## src/rtl/clk_timebase_pkg.sv

```systemverilog
// Shared constants and BCD helpers for the time-of-day timebase.
package clk_timebase_pkg;

  localparam int unsigned CLK_HZ_DEFAULT = 54_000_000;

  // Upper bounds of each BCD time field.
  localparam logic [7:0] SEC_MAX = 8'h59;
  localparam logic [7:0] MIN_MAX = 8'h59;
  localparam logic [7:0] HR_MAX  = 8'h23;

  // A two-digit BCD value is legal when its units digit is a decimal digit
  // and the whole value does not exceed the field limit. With a legal units
  // digit, plain binary ordering matches BCD ordering, so one compare covers
  // the tens digit as well.
  function automatic logic bcd_in_range(input logic [7:0] v, input logic [7:0] max);
    return (v[3:0] <= 4'd9) && (v <= max);
  endfunction

  // Increment a two-digit BCD value; the units digit 9 -> 0 carries into tens.
  function automatic logic [7:0] bcd_inc(input logic [7:0] v);
    logic [7:0] r;
    if (v[3:0] == 4'd9) r = {v[7:4] + 4'd1, 4'd0};
    else                r = {v[7:4], v[3:0] + 4'd1};
    return r;
  endfunction

endpackage

```

## src/rtl/clk_timebase_bcd_mod_counter.sv

```systemverilog
// Two-digit BCD modulo counter (0 .. MAX) with synchronous load and carry out.
module bcd_mod_counter
  import clk_timebase_pkg::*;
#(
  parameter logic [7:0] MAX = 8'h59
) (
  input  logic       clk,
  input  logic       rst_n,
  input  logic       inc,
  input  logic       load,
  input  logic [7:0] load_val,
  output logic [7:0] value,
  output logic       carry_out
);

  // Carry fires on the increment that wraps MAX back to zero; a load
  // in the same cycle cancels the increment and therefore the carry.
  assign carry_out = inc & ~load & (value == MAX);

  // Value register: load has priority over increment.
  always_ff @(posedge clk or negedge rst_n) begin
    if (!rst_n) begin
      value <= '0;
    end else if (load) begin
      value <= load_val;
    end else if (inc) begin
      value <= (value == MAX) ? 8'h00 : bcd_inc(value);
    end
  end

endmodule

```

## src/rtl/clk_timebase.sv

```systemverilog
// Timebase behind the PLL: 1 ms / 1 s ticks, 2 Hz colon blink and a
// 24 h BCD time-of-day with a one-cycle time-set port.
module clk_timebase
  import clk_timebase_pkg::*;
#(
  parameter int unsigned CLK_HZ = CLK_HZ_DEFAULT
) (
  input  logic       clk,
  input  logic       rst_n,
  input  logic       pll_lock,
  input  logic       en,
  input  logic       set_valid,
  input  logic [7:0] set_hh,
  input  logic [7:0] set_mm,
  input  logic [7:0] set_ss,
  output logic       set_err,
  output logic       tick_1ms,
  output logic       tick_1s,
  output logic       blink_2hz,
  output logic [7:0] hh,
  output logic [7:0] mm,
  output logic [7:0] ss
);

  localparam int unsigned MS_DIV   = CLK_HZ / 1000;
  localparam int unsigned PRE_W    = (MS_DIV > 1) ? $clog2(MS_DIV) : 1;
  localparam logic [PRE_W-1:0] PRE_LAST = PRE_W'(MS_DIV - 1);

  logic             lock_p0;
  logic             lock_p1;
  logic             lock_s;
  logic [PRE_W-1:0] presc;
  logic [9:0]       ms;
  logic             run;
  logic             set_ok;
  logic             load;
  logic             ms_edge;
  logic             sec_edge;
  logic             blink_edge;
  logic             ss_carry;
  logic             mm_carry;
  logic             hh_carry_unused;

  // Bring the asynchronous PLL lock into the clk domain (two flops).
  always_ff @(posedge clk or negedge rst_n) begin
    if (!rst_n) begin
      lock_p0 <= 1'b0;
      lock_p1 <= 1'b0;
    end else begin
      lock_p0 <= pll_lock;
      lock_p1 <= lock_p0;
    end
  end

  assign lock_s = lock_p1;
  assign run    = lock_s & en;

  assign set_ok = bcd_in_range(set_hh, HR_MAX) &
                  bcd_in_range(set_mm, MIN_MAX) &
                  bcd_in_range(set_ss, SEC_MAX);
  assign load   = set_valid & set_ok;

  // A valid load restarts the second, so it suppresses any tick due now.
  assign ms_edge    = run & ~load & (presc == PRE_LAST);
  assign sec_edge   = ms_edge & (ms == 10'd999);
  assign blink_edge = ms_edge & ((ms == 10'd499) | (ms == 10'd999));

  // Prescaler, millisecond counter and blink: cleared by a load or loss of
  // lock, frozen while en is low, advanced while running.
  always_ff @(posedge clk or negedge rst_n) begin
    if (!rst_n) begin
      presc     <= '0;
      ms        <= '0;
      blink_2hz <= 1'b0;
    end else if (load || !lock_s) begin
      presc     <= '0;
      ms        <= '0;
      blink_2hz <= 1'b0;
    end else if (run) begin
      presc <= ms_edge ? '0 : presc + 1'b1;
      if (ms_edge) ms <= (ms == 10'd999) ? 10'd0 : ms + 10'd1;
      if (blink_edge) blink_2hz <= ~blink_2hz;
    end
  end

  // Registered one-cycle pulses; they line up with the updated time fields.
  always_ff @(posedge clk or negedge rst_n) begin
    if (!rst_n) begin
      tick_1ms <= 1'b0;
      tick_1s  <= 1'b0;
      set_err  <= 1'b0;
    end else begin
      tick_1ms <= ms_edge;
      tick_1s  <= sec_edge;
      set_err  <= set_valid & ~set_ok;
    end
  end

  bcd_mod_counter #(.MAX(SEC_MAX)) u_ss (
    .clk       (clk),
    .rst_n     (rst_n),
    .inc       (sec_edge),
    .load      (load),
    .load_val  (set_ss),
    .value     (ss),
    .carry_out (ss_carry)
  );

  bcd_mod_counter #(.MAX(MIN_MAX)) u_mm (
    .clk       (clk),
    .rst_n     (rst_n),
    .inc       (ss_carry),
    .load      (load),
    .load_val  (set_mm),
    .value     (mm),
    .carry_out (mm_carry)
  );

  // Hours wrap 23 -> 00 with nothing downstream to carry into.
  bcd_mod_counter #(.MAX(HR_MAX)) u_hh (
    .clk       (clk),
    .rst_n     (rst_n),
    .inc       (mm_carry),
    .load      (load),
    .load_val  (set_hh),
    .value     (hh),
    .carry_out (hh_carry_unused)
  );

endmodule

```

## config.mk

```make
export PLATFORM = sky130hd
export DESIGN_NAME = clk_timebase
export DESIGN_NICKNAME = d
export VERILOG_FILES = /design/src/rtl/clk_timebase_pkg.sv /design/src/rtl/clk_timebase_bcd_mod_counter.sv /design/src/rtl/clk_timebase.sv
export SDC_FILE = /design/constraint.sdc
export NUM_CORES = 1
export LEC_CHECK = 0
export CORE_ASPECT_RATIO = 0.75
export CORE_MARGIN = 3
export CORE_UTILIZATION = 52
export DETAILED_ROUTE_END_ITERATION = 10
export GPL_ROUTABILITY_DRIVEN = 0
export PLACE_DENSITY = 0.75
export REMOVE_ABC_BUFFERS = 1
export SYNTH_ARGS = -nofsm -noshare
export SYNTH_HDL_FRONTEND = slang
export SYNTH_SLANG_ARGS = --single-unit
```

## constraint.sdc

```tcl
create_clock -name clk -period 2.8 [get_ports clk]
set_clock_uncertainty 0.1 [all_clocks]
set_input_delay 0.56 -clock clk [delete_from_list [all_inputs] [get_ports clk]]
set_output_delay 0.56 -clock clk [all_outputs]
set_load 0.01 [all_outputs]
```

======== Yosys cells after proc, flatten, opt, wreduce, memory -nomap -nowiden ========
Index checks and enable logic that the tools add are counted.
storage, ports and cells
  bits in registers ....................... 56
  word-level logic and storage cells ...... 95
  output and inout port bits .............. 28
operators by class
  add/sub/neg operators ................... 8
  reduce and logical (&&, ||, !) cells .... 19
  equal/unequal tests ..................... 9
  $lt $le $gt $ge ......................... 6
  bitwise gates (word level) .............. 17
  muxes and demuxes ....................... 22
operator list
  kind                                                                    number
  8-bit two-way mux                                                       12
  16-bit two-way mux                                                      3
  10-bit two-way mux                                                      4
  4-bit by 1-bit adder with 4-bit output (second input constant)          6
  16-bit by 1-bit adder with 16-bit output (second input constant)        1
  16-bit == test (second input constant)                                  1
  8-bit by 7-bit == test with 1-bit output (second input constant)        2
  8-bit by 7-bit <= comparator with 1-bit output (second input constant)  2
  1-bit AND                                                               13
  4-bit == test (second input constant)                                   3
  4-bit <= comparator (second input constant)                             3
  2-bit nonzero test                                                      6
  10-bit by 1-bit adder with 10-bit output (second input constant)        1
  10-bit == test (second input constant)                                  1
  10-bit by 9-bit == test with 1-bit output (second input constant)       1
  2-bit AND reduction                                                     5
  3-bit nonzero test                                                      3
  8-bit by 6-bit == test with 1-bit output (second input constant)        1
  8-bit by 6-bit <= comparator with 1-bit output (second input constant)  1
  1-bit logical AND                                                       3
  1-bit two-way mux                                                       3
  1-bit inverter                                                          3
  1-bit zero test                                                         1
  1-bit logical OR                                                        1
  1-bit bitwise OR                                                        1

======== Logic depth before layout (Yosys ltp) ========
Gate-level depths: netlist (run 1).
  word-level depth ........................ 15
  mapped depth ............................ 8

======== By module ========
From an unflattened synthesis (run 1), not the netlist that was laid out.
unflattened totals
  cell total of the unflattened synthesis .. 373
  area total of the unflattened synthesis .. 3,513.4 sq um
modules (own cells, without submodules)
  module                   area each (sq um)  times used  cells an instance
  clk_timebase             1,747.9            1           185
  bcd_mod_counter at u_mm  616.8              1           64
  bcd_mod_counter at u_ss  575.6              1           63
  bcd_mod_counter at u_hh  573.0              1           61

======== Worst setup path after synthesis (run 1) ========
OpenSTA, ideal clock, no wires.
  kind .................................... input to register
  from .................................... in set_hh[7]
  to ...................................... reg presc[11]
  path buffers ............................ 1
  data required time ...................... 2.623 ns
  cell stages on the path ................. 6
  arrival time ............................ 2.012 ns
  setup slack ............................. 0.610 ns
  cells stage by stage .................... nor4_1 > and4_1 > a311oi_1 > clkbuf_1 > or4_1 > a21oi_1
between the ends
  word-level cells in the longest chain between the ends .. 11
  elaborated cells on any way between the ends .. 13
  classes of those cells .................. order compare (1); mux (3); bitwise (6); reduce/logical (3)
ends and longest elaborated chain
  item                                                line                    RTL
  start, declared                                     clk_timebase.sv:13      input logic [7:0] set_hh,
  8-bit by 6-bit <= comparator with 1-bit output (*)  clk_timebase_pkg.sv:16  return (v[3:0] <= 4'd9) && (v <= max);
  1-bit logical AND (*)                               clk_timebase_pkg.sv:16
  1-bit AND (*)                                       clk_timebase.sv:58      assign set_ok = bcd_in_range(set_hh, HR_MAX) &
  1-bit AND (*)                                       clk_timebase.sv:59      bcd_in_range(set_mm, MIN_MAX) &
  1-bit AND (*)                                       clk_timebase.sv:61      assign load = set_valid & set_ok;
  1-bit inverter                                      --
  1-bit AND (2 in a row)                              clk_timebase.sv:64      assign ms_edge = run & ~load & (presc == PRE_LAST);
  16-bit two-way mux                                  clk_timebase.sv:80      presc <= ms_edge ? '0 : presc + 1'b1;
  16-bit two-way mux                                  clk_timebase.sv:79      end else if (run) begin
  16-bit two-way mux                                  clk_timebase.sv:75      end else if (load || !lock_s) begin
  end signal, assigned                                clk_timebase.sv:80
  end, declared                                       clk_timebase.sv:32      logic [PRE_W-1:0] presc;
Every way passes the cells marked *; elsewhere a longest branch is shown, timed or not. The select of a mux whose other input is x is not followed.
A chain may end at the register's enable or synchronous reset.

======== Worst setup path in the final report (run 1) ========
  from .................................... in en
  to ...................................... reg u_mm.value[5]
between the ends
  word-level cells in the longest chain between the ends .. 8
ends and longest elaborated chain
  item                                  line                                RTL
  start, declared                       clk_timebase.sv:11                  input logic en,
  1-bit AND                             clk_timebase.sv:56                  assign run = lock_s & en;
  1-bit AND (2 in a row)                clk_timebase.sv:64
  1-bit AND                             clk_timebase.sv:65                  assign sec_edge = ms_edge & (ms == 10'd999);
  1-bit AND (2 in a row)                clk_timebase_bcd_mod_counter.sv:18  assign carry_out = inc & ~load & (value == MAX);
  2-bit nonzero test (no source line)   --
  2-bit AND reduction (no source line)  --
  end signal, assigned                  clk_timebase_bcd_mod_counter.sv:25  value <= load_val;
  end signal, assigned                  clk_timebase_bcd_mod_counter.sv:27  value <= (value == MAX) ? 8'h00 : bcd_inc(value);
  end, declared                         clk_timebase_bcd_mod_counter.sv:12  output logic [7:0] value,
Every way passes these cells.

==> results.txt, run 1 <==
fmax - 387 MHz
routed wire length - 9140 microns
Worst Tran Pin Value - 666 ps
power density over the cells - 384 nW/um^2
CP max-delay cell - clkdlybuf4s50_1
Ys Warns - 0
full die area - 7720 sq um
Ports - 57
worst skew pair latency - 310 ps
Final Util - 0.671
overall routing resource usage - 0.248
register area - 1400 sq um
Max Cap Viol - 0
FF+latch count, synth - 56
Critical path buffers and inverters - 2
share of the synthesized area in the top cell type - 0.402
Final period util - 0.922
Worst IR Drop VDD - 0.253 mV
Area growth syn-to-layout - 23.0%
Final Hold Vio Count - 0
diode count - 0
Port Buffer Count - 56
Setup crit start kind - primary input
Worst Setup End Kind - register
routed vias - 3283
clock sink count - 56
DR iter-0 viols - 237
Final min period - 2580 ps
Commonest cells post-synth - dfrtp_1, a21oi_1, nor2_1
async set or reset register ratio after synthesis - 1.00
arrival time at the worst endpoint - 2720 ps
CP max FO - 8
kind of critical path - in2reg
clk slew on worst S/H paths - 100 ps
Num CTS Buffers - 5
final instance area - 4280 sq um
number of global-route vias before repair - 3118
starting density of the core - 0.546
largest net degree at the start of global routing - 37
Final ANT Viol Nets - 0
height of the die - 76.9 microns
worst reg2reg path startpoint - presc[0]$_DFFE_PN0P_
status - finished clean
Slowest Stage Delay on Critical Path - 480 ps
Post-synth EDFFs - 0
core area - 6380 sq um
top-count cell post-synth - dfrtp_1
Primary FF master, synth - dfrtp_1
grt total ovfl - 0
Critical Path, Cell by Cell - clkdlybuf4s50_1 > nand4b_1 > nor4_2 > nand3_2 > buf_4 > or3_1 > a31oi_1
Worst setup startpoint - en
FF-to-FF setup slack - 330 ps
WL per Instance - 17.3 microns
Max Slew Vio Count - 0
initial antenna violation count - 0
CTS tree - yes
# rows - 25
DRC Markers - 0
Root Buffer - clkbuf_8
leading post-synthesis cells by cell area - dfrtp_1, ha_1, a21oi_1
final total power - 0.00165 W
Req. time, crit path - 2930 ps
Final setup viols - 0
Top delay family on crit path - simple AND/OR/NAND/NOR gates
drt pass-1 iters - 5
die width - 100 microns
cells after synthesis - 382
nets - 488
FILL cells - 556
first-pass GRT wire length - 15600 microns
Bufs on Longest Clock Path - 2
Synth cell types - 54
Slew Limit Headroom - 0.556
average cell area after synthesis - 9.12 sq um
cts hold-fix bufs - 0
Vias/cell - 6.23
RSZ-0062 raised after global routing - no
Post-Syn Area - 3480 sq um
DPL Wire Length - 6770 microns
Layout Cells excl Fill - 527
HP Class - in2async
layout cell share with drive strength beyond 1 - 0.0897
Leakage - 1.66 nW
DP Area - 4170 sq um
area used by multi-input combinational logic - 1960 sq um
Yosys top cell by area - dfrtp_1
post-synthesis sequential area ratio - 0.402
cell count after placement - 518
H-tree levels - 2
==> registers in the layout (all words and copies together) (netlist names) <==
register    count
presc          16
ms             10
tick_1ms        1
set_err         1
u_ss.value      8
lock_p1         1
lock_p0         1
u_hh.value      8
tick_1s         1
blink_2hz       1
u_mm.value      8
==> cell type report <==
cell class,instances,share of cell area
repair buffers,69,0.158
well taps,81,0.0237
inverters,14,0.0123
clock inverters,1,0.00175
clock buffers,7,0.0202
multi-input cells,299,0.457
flip-flops and latches,56,0.327
==> worst register-to-register path, stage by stage (launching register included) <==
cell	delay, ps
dfrtp_1	460
ha_1	220
nand3_2	240
nor4_4	430
nand3_1	260
or3b_2	500
a31oi_1	190
==> timing repair <==
action / CTS / global route
endpoints found under the setup margin: 0 / 6
setup buffers: 0 / 1
resized for setup: 0 / 1
==> power by group <==
part,total (W),leakage [nW],switching [W],internal (W)
Combinational,0.000269,0.856,0.000122,0.000147
Sequential,0.000908,0.764,0.0000601,0.000848
Clock,0.000469,0.0445,0.000267,0.000202
Total,0.00165,1.66,0.000450,0.00120
==> cells by family (layout without fill, tap and decap cells) <==
logic type	after synthesis	after routing	share of synthesized area
DFF	56	56	0.402
xor gates and xnor gates	1	1	0.00252
adders and majority gates	14	14	0.0503
AOI/OAI and AO/OA	103	103	0.176
and+or+nand+nor	178	178	0.321
buffers and inverters	27	91	0.0399
muxes	3	3	0.00862
==> path summary, 6_finish.rpt <==
path | to | cells after the start
max | u_mm.value[5]$_DFFE_PN0P_ | 7
min reg2reg | lock_p1$_DFF_PN0_ | 0
min | ms[6]$_DFFE_PN0P_ | 1
max in group asynchronous | u_ss.value[7]$_DFFE_PN0P_ | 2
max reg2reg | u_ss.value[6]$_DFFE_PN0P_ | 6
min in group clk | lock_p1$_DFF_PN0_ | 0
==> metal layers <==
layer  share of wire  global-route usage  vias up
met5               0                   0        -
met4          0.0066              0.0404        0
met3           0.056              0.0391        4
met2            0.45               0.380      107
met1            0.48               0.377     1593
li1                -                   -     1579
==> metrics by stage <==
step	TNS, ps	hold WS (ps)	setup WS, ps
2_1_floorplan	0	164	133
3_3_place_gp	-327	234	-84.5
3_5_place_dp	-480	235	-107
4_1_cts	0	189	158
5_1_grt	0	213	126
6_report	0	169	218
==> placed cells by master, fill, tap and decap left out, drive strengths merged, types with 6 or more instances in the layout <==
| cell type | synthesis | routed |
|---|---|---|
| clkbuf | 7 | 7 |
| nor2 | 32 | 32 |
| or3 | 23 | 23 |
| o21ai | 30 | 30 |
| or4 | 18 | 18 |
| a31oi | 19 | 19 |
| nor3 | 6 | 6 |
| nand4 | 6 | 6 |
| inv | 14 | 14 |
| clkdlybuf4s50 | 0 | 55 |
| nand3 | 23 | 23 |
| a21oi | 33 | 33 |
| dfrtp | 56 | 56 |
| nand3b | 6 | 6 |
| nand2 | 32 | 32 |
| ha | 14 | 14 |
| o31ai | 11 | 11 |
| buf | 5 | 14 |
Note: power is estimated with default switching activity, not from simulation.
==> inputs of run 2 (changes only) <==
Settings changed: SETUP_SLACK_MARGIN set to 0.4.
==> run 2 against run 1 <==
Net effect: flip-flop and latch count is the same; sequential share of layout area fell by 2.3 points; highest routed layer unchanged; critical path depth up 1; non-clock buffer count rose by 18; via count up 5.0%; cell count rose by 3.4%; count of clock-buffer cells in the layout stayed put; register-to-register slack improved by 100 ps.
==> results.txt, run 2 (synthesis results as in run 1) <==
met3 wire len - 580 microns
clk slew on worst S/H paths - 100 ps
DPL Wire Length - 6770 microns
biggest regs - presc (16), ms (10)
Port Buffer Count - 56
FILL cells - 492
Final setup viols - 0
top layer in use - met4
worst reg2reg path startpoint - u_mm.value[0]$_DFFE_PN0P_
Worst Setup End Kind - register
CP max-delay cell - or4_4
Final Util - 0.724
routed wire length - 10000 microns
register area - 1410 sq um
kind of critical path - in2reg
area used by multi-input combinational logic - 2100 sq um
drt pass-1 iters - 7
initial antenna violation count - 0
Vias/cell - 6.32
RSZ-0062 raised after global routing - yes
status - finished clean
CTS tree - yes
Area growth syn-to-layout - 32.7%
Final min period - 2400 ps
Worst IR Drop VDD - 0.224 mV
die width - 100 microns
CP max FO - 7
DRC Markers - 0
reg2reg end - u_hh.value[4]$_DFFE_PN0P_
Slowest Stage Delay on Critical Path - 470 ps
starting density of the core - 0.546
final instance area - 4620 sq um
WL met1 - 4650 microns
worst skew pair latency - 310 ps
Bufs on Longest Clock Path - 2
Root Buffer - clkbuf_8
post-route setup TNS - 0 ps
DP Area - 4170 sq um
nets - 506
power density over the cells - 363 nW/um^2
fmax - 416 MHz
commonest non-fill, non-tap cell in the layout - dfrtp_1
full die area - 7720 sq um
Max Slew Vio Count - 0
core area - 6380 sq um
Req. time, crit path - 2950 ps
most frequent cells in the layout - dfrtp_1, clkdlybuf4s50_1, nor2_1
layout cell share with drive strength beyond 1 - 0.172
Setup WS post-layout - 396 ps
number of global-route vias before repair - 3127
Worst Tran Pin Value - 662 ps
Met2 Wirelength - 4610 microns
Leakage - 1.84 nW
Final period util - 0.859
Critical Path, Cell by Cell - clkdlybuf4s50_1 > a22oi_2 > and4_4 > a311oi_4 > buf_12 > buf_6 > or4_4 > a21oi_2
pre-CTS setup slack - -107 ps
height of the die - 76.9 microns
HP Class - in2async
Final ANT Viol Nets - 0
grt total ovfl - 0
# rows - 25
length in cells of the worst reg-to-reg path - 5
flip-flop count of the largest register after layout - 16
Final Hold Vio Count - 0
first-pass GRT wire length - 15800 microns
Num CTS Buffers - 5
Top reg by flops - presc
clock sink count - 56
Ports - 57
Setup crit start kind - primary input
FF-to-FF setup slack - 430 ps
final total power - 0.00168 W
Max Cap Viol - 0
H-tree levels - 2
routed vias - 3446
arrival time at the worst endpoint - 2550 ps
diode count - 0
cts hold-fix bufs - 0
largest net degree at the start of global routing - 37
WL per Instance - 18.4 microns
DR iter-0 viols - 282
Slew Limit Headroom - 0.559
overall routing resource usage - 0.251
## run 2: cell types whose count changed in the layout (fill, tap and decap cells not counted), sizes merged
cell	delta
clkbuf	+1
dlymetal6s2s	+7
buf	+17
clkdlybuf4s50	-7
## run 2: worst max-delay path by stage
| stage | start | cells past startpoint | endpoint | slack [ps] |
|---|---|---|---|---|
| final | set_mm[5] | 8 | presc[11]$_DFFE_PN0P_ | 400 |
| after global routing | u_mm.value[0]$_DFFE_PN0P_ | 5 | u_hh.value[4]$_DFFE_PN0P_ | 350 |
| after CTS | presc[0]$_DFFE_PN0P_ | 6 | u_ss.value[6]$_DFFE_PN0P_ | 380 |
| after detailed placement | en | 7 | u_hh.value[3]$_DFFE_PN0P_ | -110 |
| after global placement | en | 7 | u_hh.value[3]$_DFFE_PN0P_ | -80 |
| after floorplan | set_mm[1] | 5 | presc[10]$_DFFE_PN0P_ | 130 |
## run 2: final cells by class
| cell class | instances | share of cell area |
|---|---|---|
| Multi-Input combinational cell | 299 | 0.455 |
| Sequential cell | 56 | 0.304 |
| Timing Repair Buffer | 87 | 0.187 |
| Tap cell | 81 | 0.0219 |
| Clock buffer | 7 | 0.0187 |
| Inverter | 14 | 0.0114 |
| Clock inverter | 1 | 0.00162 |
## run 2: layer usage
| layer | vias up | GRT usage |
|---|---|---|
| met1 | 1698 | 0.384 |
| li1 | 1611 | - |
| met2 | 123 | 0.384 |
| met5 | - | 0 |
| met4 | 0 | 0.0404 |
| met3 | 14 | 0.0391 |
## run 2: worst max-delay path, delay by kind of cell
kind	cells	cell delay [ps]
AND/OR/NAND/NOR	2	750
buffers and inverters	3	740
AO/OA/AOI/OAI	3	500
## run 2: through the flow
| stage | std cells | hold slack [ps] |
|---|---|---|
| floorplan | 369 | 164 |
| global placement | 518 | 234 |
| detailed placement | 518 | 235 |
| CTS | 529 | 189 |
| global route | 545 | 211 |
| finish | 545 | 167 |
## run 2: power by group
group / internal, W / switching [W] / leakage [nW]
sequential: 0.000848 / 0.0000610 / 0.760
combinational: 0.000160 / 0.000135 / 1.03
clock: 0.000202 / 0.000272 / 0.0445
total: 0.00121 / 0.000467 / 1.84
## run 2: what timing repair did
item	in CTS	in global routing
gates resized for setup	7	38
cloned	0	1
pin swaps	5	17
buffers inserted	3	15
endpoints found under the setup margin	25	39
==> inputs of run 3 (changes only) <==
Settings changed: ABC_CLOCK_PERIOD_IN_PS set to 2800, CORE_UTILIZATION 52 to 54, PLACE_DENSITY 0.75 to 0.78.
==> run 3 against run 2 <==
Net effect: flip-flop and latch count is the same; cell count shrank 1.7%; power shrank 0.75%; die area shrank 3.4%; critical path depth shrank 1; utilization grew 2.4 points; combinational power shrank 3%; highest routed layer unchanged; register-to-register slack is essentially flat; hold slack gained 3.5 ps; non-clock buffer count shrank 6; cell area shrank 2.3%.
==> results.txt, run 3 (synthesis results as in run 1) <==
Num CTS Buffers - 5
clock sink count - 56
Internal - 0.00121 W
height of the die - 75.5 microns
DPL Wire Length - 6830 microns
Vias/cell - 6.39
initial antenna violation count - 0
sw frac - 0.275
Final Hold Vio Count - 0
Max Cap Viol - 0
Top reg by flops - presc
kind of critical path - in2reg
full die area - 7460 sq um
WL per Instance - 18.2 microns
Slowest Stage Delay on Critical Path - 510 ps
Critical Path, Cell by Cell - clkdlybuf4s50_1 > o21ai_0 > and4_4 > a311oi_4 > buf_12 > or4_1 > a21oi_1
first-pass GRT wire length - 15400 microns
CP max-delay cell - or4_1
post-route setup TNS - 0 ps
Final period util - 0.845
Max Slew Vio Count - 0
H-tree levels - 2
fmax - 423 MHz
commonest non-fill, non-tap cell in the layout - dfrtp_1
Top delay family on crit path - simple AND/OR/NAND/NOR gates
Bufs on Longest Clock Path - 2
Area growth syn-to-layout - 29.6%
nets - 500
flip-flop count of the largest register after layout - 16
power density over the cells - 369 nW/um^2
starting density of the core - 0.577
layout cell share with drive strength beyond 1 - 0.140
core area - 6040 sq um
CP max FO - 6
DRC Markers - 0
RSZ-0062 raised after global routing - no
HP Class - in2async
drt pass-1 iters - 5
final instance area - 4510 sq um
grt total ovfl - 0
Leakage - 1.80 nW
switching pwr - 0.000458 W
length in cells of the worst reg-to-reg path - 7
Layout Cells excl Fill - 536
# rows - 24
Flop pwr share - 0.547
largest net degree at the start of global routing - 37
routed vias - 3427
most frequent cells in the layout - dfrtp_1, clkdlybuf4s50_1, a21oi_1
Worst Tran Pin Value - 665 ps
DR iter-0 viols - 279
combinational share of power - 0.172
cell count after placement - 517
CTS tree - yes
overall routing resource usage - 0.259
Final min period - 2370 ps
Setup crit start kind - primary input
die width - 98.7 microns
number of global-route vias before repair - 3118
Worst Setup End Kind - register
diode count - 0
Critical path buffers and inverters - 2
Slew Limit Headroom - 0.557
Req. time, crit path - 2940 ps
biggest regs - presc (16), ms (10)
DP Area - 4190 sq um
Port Buffer Count - 56
FILL cells - 455
clk slew on worst S/H paths - 100 ps
Root Buffer - clkbuf_8
cts hold-fix bufs - 0
worst skew pair latency - 310 ps
status - finished clean
arrival time at the worst endpoint - 2510 ps
Final setup viols - 0
FF-to-FF setup slack - 440 ps
Final ANT Viol Nets - 0
Levels on crit path - 7
clock power share - 0.281
routed wire length - 9740 microns
Worst IR Drop VDD - 0.215 mV
Ports - 57
-- run 3: path summary, 6_finish.rpt --
kind                                 startpoint                     to
setup / recovery                      set_mm[2]  presc[14]$_DFFE_PN0P_
hold / removal                            rst_n     tick_1ms$_DFF_PN0_
setup reg to reg           presc[0]$_DFFE_PN0P_      ms[3]$_DFFE_PN0P_
hold reg to reg               lock_p0$_DFF_PN0_      lock_p1$_DFF_PN0_
max in group asynchronous                 rst_n   presc[0]$_DFFE_PN0P_
min in group clk              lock_p0$_DFF_PN0_      lock_p1$_DFF_PN0_
-- run 3: metrics by stage --
| stage | total power, W | util | setup WS, ps | hold WS, ps |
|---|---|---|---|---|
| floorplan | 0.00101 | - | 133 | 164 |
| global placement | 0.00118 | 0.693 | 79.2 | 244 |
| detailed placement | 0.00119 | 0.693 | -12.5 | 240 |
| CTS | 0.00165 | 0.718 | 360 | 191 |
| global route | 0.00174 | 0.748 | 371 | 222 |
| finish | 0.00167 | 0.748 | 434 | 170 |
-- run 3: routing by layer --
| metal | global-route usage | share of wire | vias up |
|---|---|---|---|
| li1 | - | - | 1602 |
| met1 | 0.379 | 0.47 | 1698 |
| met2 | 0.413 | 0.46 | 112 |
| met3 | 0.0430 | 0.055 | 15 |
| met4 | 0.0500 | 0.013 | 0 |
| met5 | 0 | 0 | - |
-- run 3: timing repair --
item,4_1_cts,5_1_grt
gates resized for setup,3,26
endpoints found under the setup margin,18,37
setup buffers,5,3
pin swaps,4,6
cloned,0,3
-- run 3: power groups by stage --
stage	combinational, W	sequential, W	clock (W)
finish	0.000287	0.000910	0.000468
global route	0.000313	0.000917	0.000507
CTS	0.000274	0.000907	0.000473
detailed placement	0.000272	0.000922	0
global placement	0.000264	0.000920	0
floorplan	0.0000824	0.000925	0
-- run 3: area by class of cell --
type,instances,area (sq um),area share
clock buffer,8,90.1,0.0200
inverter,14,52.6,0.0116
multi-input combinational,299,2040,0.453
sequential,56,1400,0.311
tap,78,97.6,0.0216
timing repair buffer,81,828,0.183
